<file path="config.mk">
export PLATFORM = sky130hd
export DESIGN_NAME = uart_rx_ovs
export DESIGN_NICKNAME = d
export VERILOG_FILES = /design/src/rtl/uart_pkg.sv /design/src/rtl/uart_rx_fifo.sv /design/src/rtl/uart_rx_ovs.sv
export SDC_FILE = /design/constraint.sdc
export NUM_CORES = 1
export LEC_CHECK = 0
export CAP_MARGIN = 10
export CORE_ASPECT_RATIO = 2
export CORE_MARGIN = 2
export CORE_UTILIZATION = 61
export DETAILED_ROUTE_END_ITERATION = 10
export PLACE_DENSITY = 0.79
export SLEW_MARGIN = 20
export SYNTH_ARGS = -nofsm -noshare
export SYNTH_HDL_FRONTEND = slang
export SYNTH_SLANG_ARGS = --single-unit
</file>
<file path="constraint.sdc">
create_clock -name Clk -period 3.6 [get_ports Clk]
set_input_delay 0.72 -clock Clk [delete_from_list [all_inputs] [get_ports Clk]]
set_output_delay 0.72 -clock Clk [all_outputs]
set_load 0.01 [all_outputs]
</file>
<file path="src/rtl/uart_pkg.sv">
// Shared types and constants for the oversampling UART receiver and its FIFO.
package uart_pkg;

  typedef enum logic [1:0] {
    NONE = 2'b00,
    EVEN = 2'b01,
    ODD  = 2'b10,
    RSVD = 2'b11
  } parity_mode_e;

  typedef logic [2:0] rx_state_e;
  localparam rx_state_e IDLE       = 3'd0;
  localparam rx_state_e START      = 3'd1;
  localparam rx_state_e DATA       = 3'd2;
  localparam rx_state_e PARITY     = 3'd3;
  localparam rx_state_e STOP       = 3'd4;
  localparam rx_state_e BREAK_WAIT = 3'd5;

  localparam int ERR_BREAK  = 0;
  localparam int ERR_PARITY = 1;
  localparam int ERR_FRAME  = 2;

  typedef logic [2:0] rx_err_t;

endpackage

</file>
<file path="src/rtl/uart_rx_fifo.sv">
// Synchronous first-word-fall-through FIFO with registered occupancy and sticky overflow.
module uart_rx_fifo #(
  parameter int WIDTH      = 11,
  parameter int FIFO_WIDTH = 4
) (
  input  logic                  Clk,
  input  logic                  Rst,
  input  logic                  push_i,
  input  logic [WIDTH-1:0]      din_i,
  input  logic                  pop_i,
  input  logic                  clr_ovf_i,
  output logic [WIDTH-1:0]      dout_o,
  output logic                  empty_o,
  output logic                  full_o,
  output logic                  ovf_o,
  output logic [FIFO_WIDTH:0]   count_o
);
  localparam int ENTRIES = 2**FIFO_WIDTH;
  localparam logic [FIFO_WIDTH:0] ENTRIES_C = ENTRIES;
  localparam logic [FIFO_WIDTH:0] HALF_C    = ENTRIES / 2;

  logic [WIDTH-1:0]      mem_q [ENTRIES];
  logic [FIFO_WIDTH-1:0] wr_q, rd_q;
  logic [FIFO_WIDTH:0]   cnt_q, cnt_d;
  logic                  full_q, ovf_q, ovf_d;
  logic                  do_push, do_pop, drop;

  assign empty_o = (cnt_q == '0);
  assign do_pop  = pop_i && !empty_o;
  // A pop in the same cycle frees the slot, so a push into a full FIFO still lands.
  assign do_push = push_i && ((cnt_q != ENTRIES_C) || do_pop);
  assign drop    = push_i && !do_push;

  always_comb begin
    cnt_d = cnt_q;
    if (do_push && !do_pop)      cnt_d = cnt_q + 1'b1;
    else if (!do_push && do_pop) cnt_d = cnt_q - 1'b1;
    ovf_d = drop ? 1'b1 : (clr_ovf_i ? 1'b0 : ovf_q);
  end

  always_ff @(posedge Clk) begin
    if (Rst) begin
      wr_q   <= '0;
      rd_q   <= '0;
      cnt_q  <= '0;
      full_q <= 1'b0;
      ovf_q  <= 1'b0;
    end else begin
      if (do_push) wr_q <= wr_q + 1'b1;
      if (do_pop)  rd_q <= rd_q + 1'b1;
      cnt_q  <= cnt_d;
      full_q <= (cnt_d > HALF_C);
      ovf_q  <= ovf_d;
    end
  end

  always_ff @(posedge Clk) begin
    if (do_push) mem_q[wr_q] <= din_i;
  end

  assign dout_o  = empty_o ? '0 : mem_q[rd_q];
  assign full_o  = full_q;
  assign ovf_o   = ovf_q;
  assign count_o = cnt_q;

endmodule

</file>
<file path="src/rtl/uart_rx_ovs.sv">
// Oversampling UART receiver: majority-voted bit sampling, runtime parity, break detect,
// frames queued with their error flags in a FWFT FIFO that also drives RTS.
module uart_rx_ovs
  import uart_pkg::*;
#(
  parameter int DATA_BITS  = 8,
  parameter int STOP_BITS  = 2,
  parameter int OVERSAMPLE = 16,
  parameter int FIFO_WIDTH = 4,
  parameter int LSB_FIRST  = 0
) (
  input  logic                  Clk,
  input  logic                  Rst,
  input  logic                  Baud_Tick,
  input  logic                  Rx,
  input  logic [1:0]            Parity_Mode,
  input  logic                  Pop_Data,
  output logic [DATA_BITS-1:0]  Data_Out,
  output logic [2:0]            Rx_Error,
  output logic                  Data_Rdy,
  output logic                  FIFO_Empty,
  output logic                  FIFO_Full,
  output logic                  FIFO_Overflow,
  input  logic                  Clear_Overflow,
  output logic                  RTS,
  output logic                  Rx_Busy,
  output logic [FIFO_WIDTH:0]   Count
);
  localparam int MID = OVERSAMPLE / 2;
  localparam int TW  = $clog2(OVERSAMPLE);
  localparam int W   = DATA_BITS + 3;

  logic                 rx_s1_q, rx_s2_q, rx_prev_q;
  rx_state_e            state_q, state_d;
  logic [TW-1:0]        tick_q, tick_d;
  logic [1:0]           samp_q, samp_d;
  logic [3:0]           bcnt_q, bcnt_d;
  logic [DATA_BITS-1:0] shreg_q, shreg_d, shifted;
  parity_mode_e         pmode_q, pmode_d;
  logic                 par_err_q, par_err_d, frm_err_q, frm_err_d;
  logic                 zero_q, zero_d, brk_q, brk_d;
  logic                 push_q, push_d;
  logic [W-1:0]         pdata_q, pdata_d, head;
  logic                 vote, decide, brk_now, frm_now;
  rx_err_t              err;

  assign vote   = (samp_q[0] & samp_q[1]) | (samp_q[0] & rx_s2_q) | (samp_q[1] & rx_s2_q);
  assign decide = Baud_Tick && (tick_q == TW'(MID + 1));

  always_comb begin
    if (LSB_FIRST != 0) shifted = {vote, shreg_q[DATA_BITS-1:1]};
    else                shifted = {shreg_q[DATA_BITS-2:0], vote};
  end

  always_comb begin
    state_d   = state_q;
    tick_d    = tick_q;
    samp_d    = samp_q;
    bcnt_d    = bcnt_q;
    shreg_d   = shreg_q;
    pmode_d   = pmode_q;
    par_err_d = par_err_q;
    frm_err_d = frm_err_q;
    zero_d    = zero_q;
    brk_d     = brk_q;
    push_d    = 1'b0;
    pdata_d   = pdata_q;
    err       = '0;
    brk_now   = brk_q;
    frm_now   = frm_err_q;
    if (Baud_Tick) begin
      tick_d = (tick_q == TW'(OVERSAMPLE - 1)) ? '0 : tick_q + 1'b1;
      if (tick_q == TW'(MID - 1)) samp_d[0] = rx_s2_q;
      if (tick_q == TW'(MID))     samp_d[1] = rx_s2_q;
    end
    case (state_q)
      IDLE: if (rx_prev_q && !rx_s2_q) begin
        state_d = START;
        tick_d  = '0;
        pmode_d = parity_mode_e'(Parity_Mode);
      end
      START: if (decide) begin
        if (vote) state_d = IDLE;
        else begin
          state_d   = DATA;
          bcnt_d    = '0;
          par_err_d = 1'b0;
          frm_err_d = 1'b0;
          brk_d     = 1'b0;
        end
      end
      DATA: if (decide) begin
        shreg_d = shifted;
        if (bcnt_q == 4'(DATA_BITS - 1)) begin
          bcnt_d  = '0;
          zero_d  = (shifted == '0);
          state_d = (pmode_q == EVEN || pmode_q == ODD) ? PARITY : STOP;
        end else bcnt_d = bcnt_q + 1'b1;
      end
      PARITY: if (decide) begin
        par_err_d = ((^shreg_q) ^ vote) != (pmode_q == ODD);
        zero_d    = zero_q & ~vote;
        state_d   = STOP;
      end
      STOP: if (decide) begin
        // Break is decided on the first stop bit, the push waits for the last one.
        brk_now   = (bcnt_q == '0) ? (zero_q & ~vote) : brk_q;
        frm_now   = frm_err_q | ~vote;
        brk_d     = brk_now;
        frm_err_d = frm_now;
        if (bcnt_q == 4'(STOP_BITS - 1)) begin
          err[ERR_BREAK]  = brk_now;
          err[ERR_PARITY] = par_err_q & ~brk_now;
          err[ERR_FRAME]  = frm_now & ~brk_now;
          push_d  = 1'b1;
          pdata_d = {err, brk_now ? {DATA_BITS{1'b0}} : shreg_q};
          if (brk_now) begin
            state_d = BREAK_WAIT;
            tick_d  = '0;
          end else state_d = IDLE;
        end else bcnt_d = bcnt_q + 1'b1;
      end
      BREAK_WAIT: begin
        // Line must stay high for a whole bit period before a new start is accepted.
        if (!rx_s2_q) tick_d = '0;
        else if (Baud_Tick && tick_q == TW'(OVERSAMPLE - 1)) state_d = IDLE;
      end
      default: state_d = IDLE;
    endcase
  end

  always_ff @(posedge Clk) begin
    if (Rst) begin
      rx_s1_q   <= 1'b1;
      rx_s2_q   <= 1'b1;
      rx_prev_q <= 1'b1;
      state_q   <= IDLE;
      tick_q    <= '0;
      samp_q    <= '0;
      bcnt_q    <= '0;
      shreg_q   <= '0;
      pmode_q   <= NONE;
      par_err_q <= 1'b0;
      frm_err_q <= 1'b0;
      zero_q    <= 1'b0;
      brk_q     <= 1'b0;
      push_q    <= 1'b0;
      pdata_q   <= '0;
    end else begin
      rx_s1_q   <= Rx;
      rx_s2_q   <= rx_s1_q;
      rx_prev_q <= rx_s2_q;
      state_q   <= state_d;
      tick_q    <= tick_d;
      samp_q    <= samp_d;
      bcnt_q    <= bcnt_d;
      shreg_q   <= shreg_d;
      pmode_q   <= pmode_d;
      par_err_q <= par_err_d;
      frm_err_q <= frm_err_d;
      zero_q    <= zero_d;
      brk_q     <= brk_d;
      push_q    <= push_d;
      pdata_q   <= pdata_d;
    end
  end

  uart_rx_fifo #(.WIDTH(W), .FIFO_WIDTH(FIFO_WIDTH)) u_fifo (
    .Clk      (Clk),
    .Rst      (Rst),
    .push_i   (push_q),
    .din_i    (pdata_q),
    .pop_i    (Pop_Data),
    .clr_ovf_i(Clear_Overflow),
    .dout_o   (head),
    .empty_o  (FIFO_Empty),
    .full_o   (FIFO_Full),
    .ovf_o    (FIFO_Overflow),
    .count_o  (Count)
  );

  assign Data_Out = head[DATA_BITS-1:0];
  assign Rx_Error = head[W-1:DATA_BITS];
  assign Data_Rdy = !FIFO_Empty;
  assign RTS      = !FIFO_Full;
  assign Rx_Busy  = (state_q != IDLE);

endmodule
</file>
Word level (Yosys, flattened, before mapping)
Memory sizes are Yosys's and may differ from the RTL's. A register that Yosys moved wholly into a read port is not among the register bits.
Index checks and enable logic that the tools add are counted.

word-level totals
  flip-flop bits (word level) = 57
  bits in writable memories = 176
  input port bits = 8
  output and inout bits = 22
  logic and storage cells = 158
  memories kept = 1

cells by class
  $add $sub $neg = 6
  order comparisons = 1
  equality and inequality tests = 26
  muxes and demuxes = 52
  bitwise gates (word level) = 14
  reduce and logical (&&, ||, !) cells = 37

memories
  name          words  bits a word  rd ports  clocked after memory_dff  wr ports  RTL line            source
  u_fifo.mem_q  16     11           1         1                         1         uart_rx_fifo.sv:22  logic [WIDTH-1:0] mem_q [ENTRIES];

operators with widths
  cell                   count
  $mux W4                15
  $mux W3                11
  $pmux W4 S3            2
  $ne A2 B2 Y1 const B   11
  $pmux W3 S6            1
  $add A4 B1 Y4 const B  4
  $mux W1                14
  $eq A4 B4 Y1 const B   3
  $reduce_and A4 Y1      3
  $mux W11               1
  $mux W5                2
  $reduce_and A9 Y1      1
  $eq A4 B3 Y1 const B   2
  $logic_and A1 B1 Y1    8
  $logic_not A8 Y1       1
  $mux W8                1
  $pmux W1 S2            4
  $reduce_and A2 Y1      4
  $reduce_bool A2 Y1     4
  $reduce_xor A8 Y1      1
  $and A1 B1 Y1          6
  $eq A3 B2 Y1 const B   2
  $eq A3 B3 Y1 const B   2
  $reduce_and A6 Y1      1
  21 further kinds       32

Logic depth before layout (Yosys ltp)
  depth after elaboration = 10
  mapped depth = 9
  gate-level depth less buffers = 7

By module
Synthesis repeated with hierarchy kept, for this count alone.

second synthesis, totals
  cells, all modules = 619
  area total of the unflattened synthesis = 9,934.5 µm²

by module, submodules not included
  module        times used  cells each  area an instance (µm²)
  uart_rx_fifo  1           381         7,778.7
  uart_rx_ovs   1           238         2,155.8

Worst setup path before layout
No wires, ideal clock.

  kind = input -> register
  from = input Pop_Data
  to = memory u_fifo.mem_q[3][0], enable pin
  library setup time = 0.393 ns
  arrival time = 2.483 ns
  data required time = 3.207 ns
  setup slack = 0.724 ns
  stages = 5
  buffers on the path = 1
  path through = clkbuf_1 -> nor2b_1 -> a21oi_1 -> nand2_1 -> nor3_1

between the ends
  cells in the longest elaborated chain, start to end = 5

ends and longest elaborated chain
  item                           RTL line            source
  from (decl)                    uart_rx_ovs.sv:17   input logic Pop_Data,
  $logic_and A1 B1 Y1            uart_rx_fifo.sv:29  assign do_pop = pop_i && !empty_o;
  $logic_or A1 B1 Y1             uart_rx_fifo.sv:31  assign do_push = push_i && ((cnt_q != ENTRIES_C) || do_pop);
  $logic_and A1 B1 Y1            uart_rx_fifo.sv:31
  $mux W1                        uart_rx_fifo.sv:58  if (do_push) mem_q[wr_q] <= din_i;
  $mux W1 (implied by the code)  uart_rx_fifo.sv:58
  to (decl)                      uart_rx_fifo.sv:22

Every way passes these cells.

==> metrics.md <==
| Metric | Value |
|---|---|
| Critical path peak fanout | `10` |
| Clock Latency Late Sink | `~0.51 ns` |
| Tmin final | `3.530 ns` |
| Avg Inst Size Synth | `approximately 16 sq um` |
| Final setup viols | `0` |
| RSZ-0062 raised after global routing | `no` |
| Slowest CP cell | `mux4_2` |
| CTS Root Cell | `clkbuf_16` |
| Max Freq | `about 280 MHz` |
| R2r setup slk | `0.90 ns` |
| Routed WL | `21430 um` |
| Design Area, Final | `11200 sq um` |
| Slew HR | `between 30% and 40%` |
| Largest net degree at the start of global routing | `between 50 and 60` |
| Critical path's top delay family | `multiplexers` |
| Syn_nets | `between 600 and 700` |
| RePlAce Congestion | `around 0.9` |
| Leak Pwr | `3.910 nW` |
| Met1 WL | `7303 um` |
| Area Growth Syn to Fin | `14.28%` |
| Clock transition at path regs | `0.07 ns` |
| Place WS | `roughly 0.40 ns` |
| Die Ht | `183.3 um` |
| Register area share after synthesis | `66.37%` |
| CP Launch Type | `flip-flop` |
| Top-count cell post-synth | `edfxtp_1` |
| Ant diodes | `0` |
| Routed wire per std cell | `~24 um` |
| Biggest area consumer among synthesized cells | `edfxtp_1` |
| Share of layout cells above drive strength 1 | `18.17%` |
| Final hold vios | `0` |
| Synth cell types | `57` |
| Met2 WL | `12230 um` |
| Min-delay src | `rx_s1_q$_SDFF_PP1_` |
| Yosys reg bits | `237` |
| Metal3 WL | `1072 um` |
| Netlist Area Pre-Place | `about 9800 sq um` |
| Vias/cell | `roughly 6.4` |
| Vias in the first global route | `5806` |
| Residual DRC | `0` |
| Cell Area, Placed | `between 10000 and 15000 sq um` |
| Crit. End Element | `primary output` |
| Setup WS post-layout | `0.06997 ns` |
| IO buf count | `29` |
| Async set-or-reset flop fraction in the synthesized netlist | `0%` |
| GRT Overall Usage | `26.01%` |
| Fin nets | `695` |
| DR top layer | `met4` |
| WS Path Type | `flip-flop to primary output` |
| Final ANT Viol Nets | `0` |
| Area contributors post-synth | `edfxtp_1 (54%), mux4_2 (13%), dfxtp_1 (12%)` |
| Post-Synthesis Cells | `630` |
| Die width | `93.64 um` |
| EDFF count, synth | `176` |
| Synth warnings | `0` |
| Worst Path Required | `2.88 ns` |
| Design Power | `6.740 mW` |
| Core Box Area | `15780 sq um` |
| Setup_tns | `0 ns` |
| Worst clock skew | `0.01838 ns` |
| Top cell by count, worst path | `mux4_2` |
| Synth cell count leaders | `edfxtp_1 (176), nor2_1 (63), dfxtp_1 (61)` |
| Slew at the pin closest to its max-slew limit | `1.047 ns` |
| Area share of the largest cell type after synthesis | `53.91%` |
| Crit path cell chain | `buf_12 > mux4_2 > mux4_2 > and2_1 > clkdlybuf4s50_1` |
| H-tree depth | `1` |
| First-pass GRT wire length | `between 30000 and 40000 um` |
| Via count | `5682` |
| CP Data Arrival Time | `2.81 ns` |
| Die area | `approximately 17000 sq um` |
| Global route overflow | `0` |
| Estimated wirelength of the detail-placed design | `around 13000 um` |
| Worst IR drop on VDD | `between 0.3 and 0.4 mV` |
| DRT Pass-1 Iters | `7` |
| Clk sink count | `237` |
| Max Buffers Root-to-Sink | `3` |
| Initial antenna violation count | `0` |
| Fin crit share | `between 90% and 100%` |
| Max cap viols | `0` |
| Max Slew Vio Count | `0` |
| Tightest Hold Check Type | `flip-flop to flip-flop` |
| TritonCTS clock tree | `done` |
| Starting Density | `approximately 62%` |
| RR Startpoint | `u_fifo.count_o[0]$_SDFF_PP0_` |
| Worst stage delay on the critical path | `0.51 ns` |
| Crit path buffers/inverters | `2` |
| PwrDens | `approximately 600 nW/um^2` |
| Status | `complete, no violations` |
| Row count | `65` |
| Main flop type after synthesis | `edfxtp_1` |
| Fin util | `between 70% and 80%` |
| First DRT Iteration DRCs | `456` |
| Num ports | `30` |
| CTS Buf Count | `21` |
## area by class of cell
| type | instances | area, sq um |
|---|---|---|
| Inverter | 18 | 67.56 |
| Sequential cell | 237 | 6514 |
| Timing Repair Buffer | 56 | 548.0 |
| Tap cell | 201 | 251.5 |
| Fill cell | 1016 | 4574 |
| Multi-Input combinational cell | 339 | 3064 |
| Clock inverter | 15 | 215.2 |
| Clock buffer | 23 | 543.0 |
## worst paths after layout
| kind | endpoint | cells past startpoint |
|---|---|---|
| worst min-delay path | rx_s2_q$_SDFF_PP1_ | 1 |
| worst max-delay path | Data_Out[5] | 5 |
| worst max register to register | u_fifo.mem_q[3][1]$_DFFE_PP_ | 7 |
| worst min register to register | rx_s2_q$_SDFF_PP1_ | 1 |
## repair_timing
item	CTS	global route
gates cloned	1	0
hold buffers	0	0
endpoints found under the hold margin	0	0
setup endpoints to repair	11	1
resized for setup	3	1
setup buffers	4	0
## metal layers
| metal | vias to the layer above | global-route usage [%] |
|---|---|---|
| met4 | 0 | 11.01 |
| li1 | 2522 | - |
| met5 | - | 0 |
| met1 | 2896 | 29.21 |
| met2 | 202 | 48.49 |
| met3 | 62 | 3.574 |
## placed cells by master, fill, tap and decap left out, types with 10 or more instances in the layout
master | netlist | final
nor3_1 | 11 | 11
nand3_1 | 11 | 11
clkbuf_16 | 0 | 21
mux4_2 | 55 | 55
buf_4 | 1 | 23
clkdlybuf4s50_1 | 0 | 27
nand2_1 | 18 | 18
a21oi_1 | 23 | 23
xnor2_1 | 10 | 10
edfxtp_1 | 176 | 176
and2_1 | 14 | 14
mux2i_1 | 13 | 13
inv_1 | 18 | 18
ha_1 | 14 | 14
dfxtp_1 | 61 | 59
nor2_1 | 63 | 63
## registers in the layout, summed over array words and instances (netlist names), named ones only
name,cells
u_fifo.rd_q,4
brk_q,1
bcnt_q,4
rx_s2_q,1
tick_q,4
par_err_q,1
pmode_q,2
u_fifo.count_o,5
u_fifo.mem_q,176
state_q,3
rx_prev_q,1
rx_s1_q,1
samp_q,2
u_fifo.ovf_o,1
shreg_q,8
u_fifo.wr_q,4
frm_err_q,1
u_fifo.full_o,1
zero_q,1
push_q,1
pdata_q,11
## metrics by stage
stage | instances | hold WS (ns)
6_report | 889 | 0.4105
5_1_grt | 889 | 0.4570
4_1_cts | 889 | 0.4115
3_5_place_dp | 846 | 0.3942
3_3_place_gp | 846 | 0.4004
2_1_floorplan | 630 | 0.3895
## power breakdown
group | switching, mW | total, mW | internal, mW
clock | 0.984 | 2.45 | 1.46
sequential | 0.132 | 3.08 | 2.95
combinational | 0.551 | 1.21 | 0.661
## logic make-up after synthesis
group / Yosys count / synth area share (%)
fa+ha+maj: 15 / 1.889
compound gates: 72 / 4.901
xor+xnor: 18 / 1.608
simple gates: 166 / 8.896
buf+inv: 54 / 2.374
flops: 237 / 66.37
mux: 68 / 13.96
Note: power is estimated with default switching activity, not from simulation.
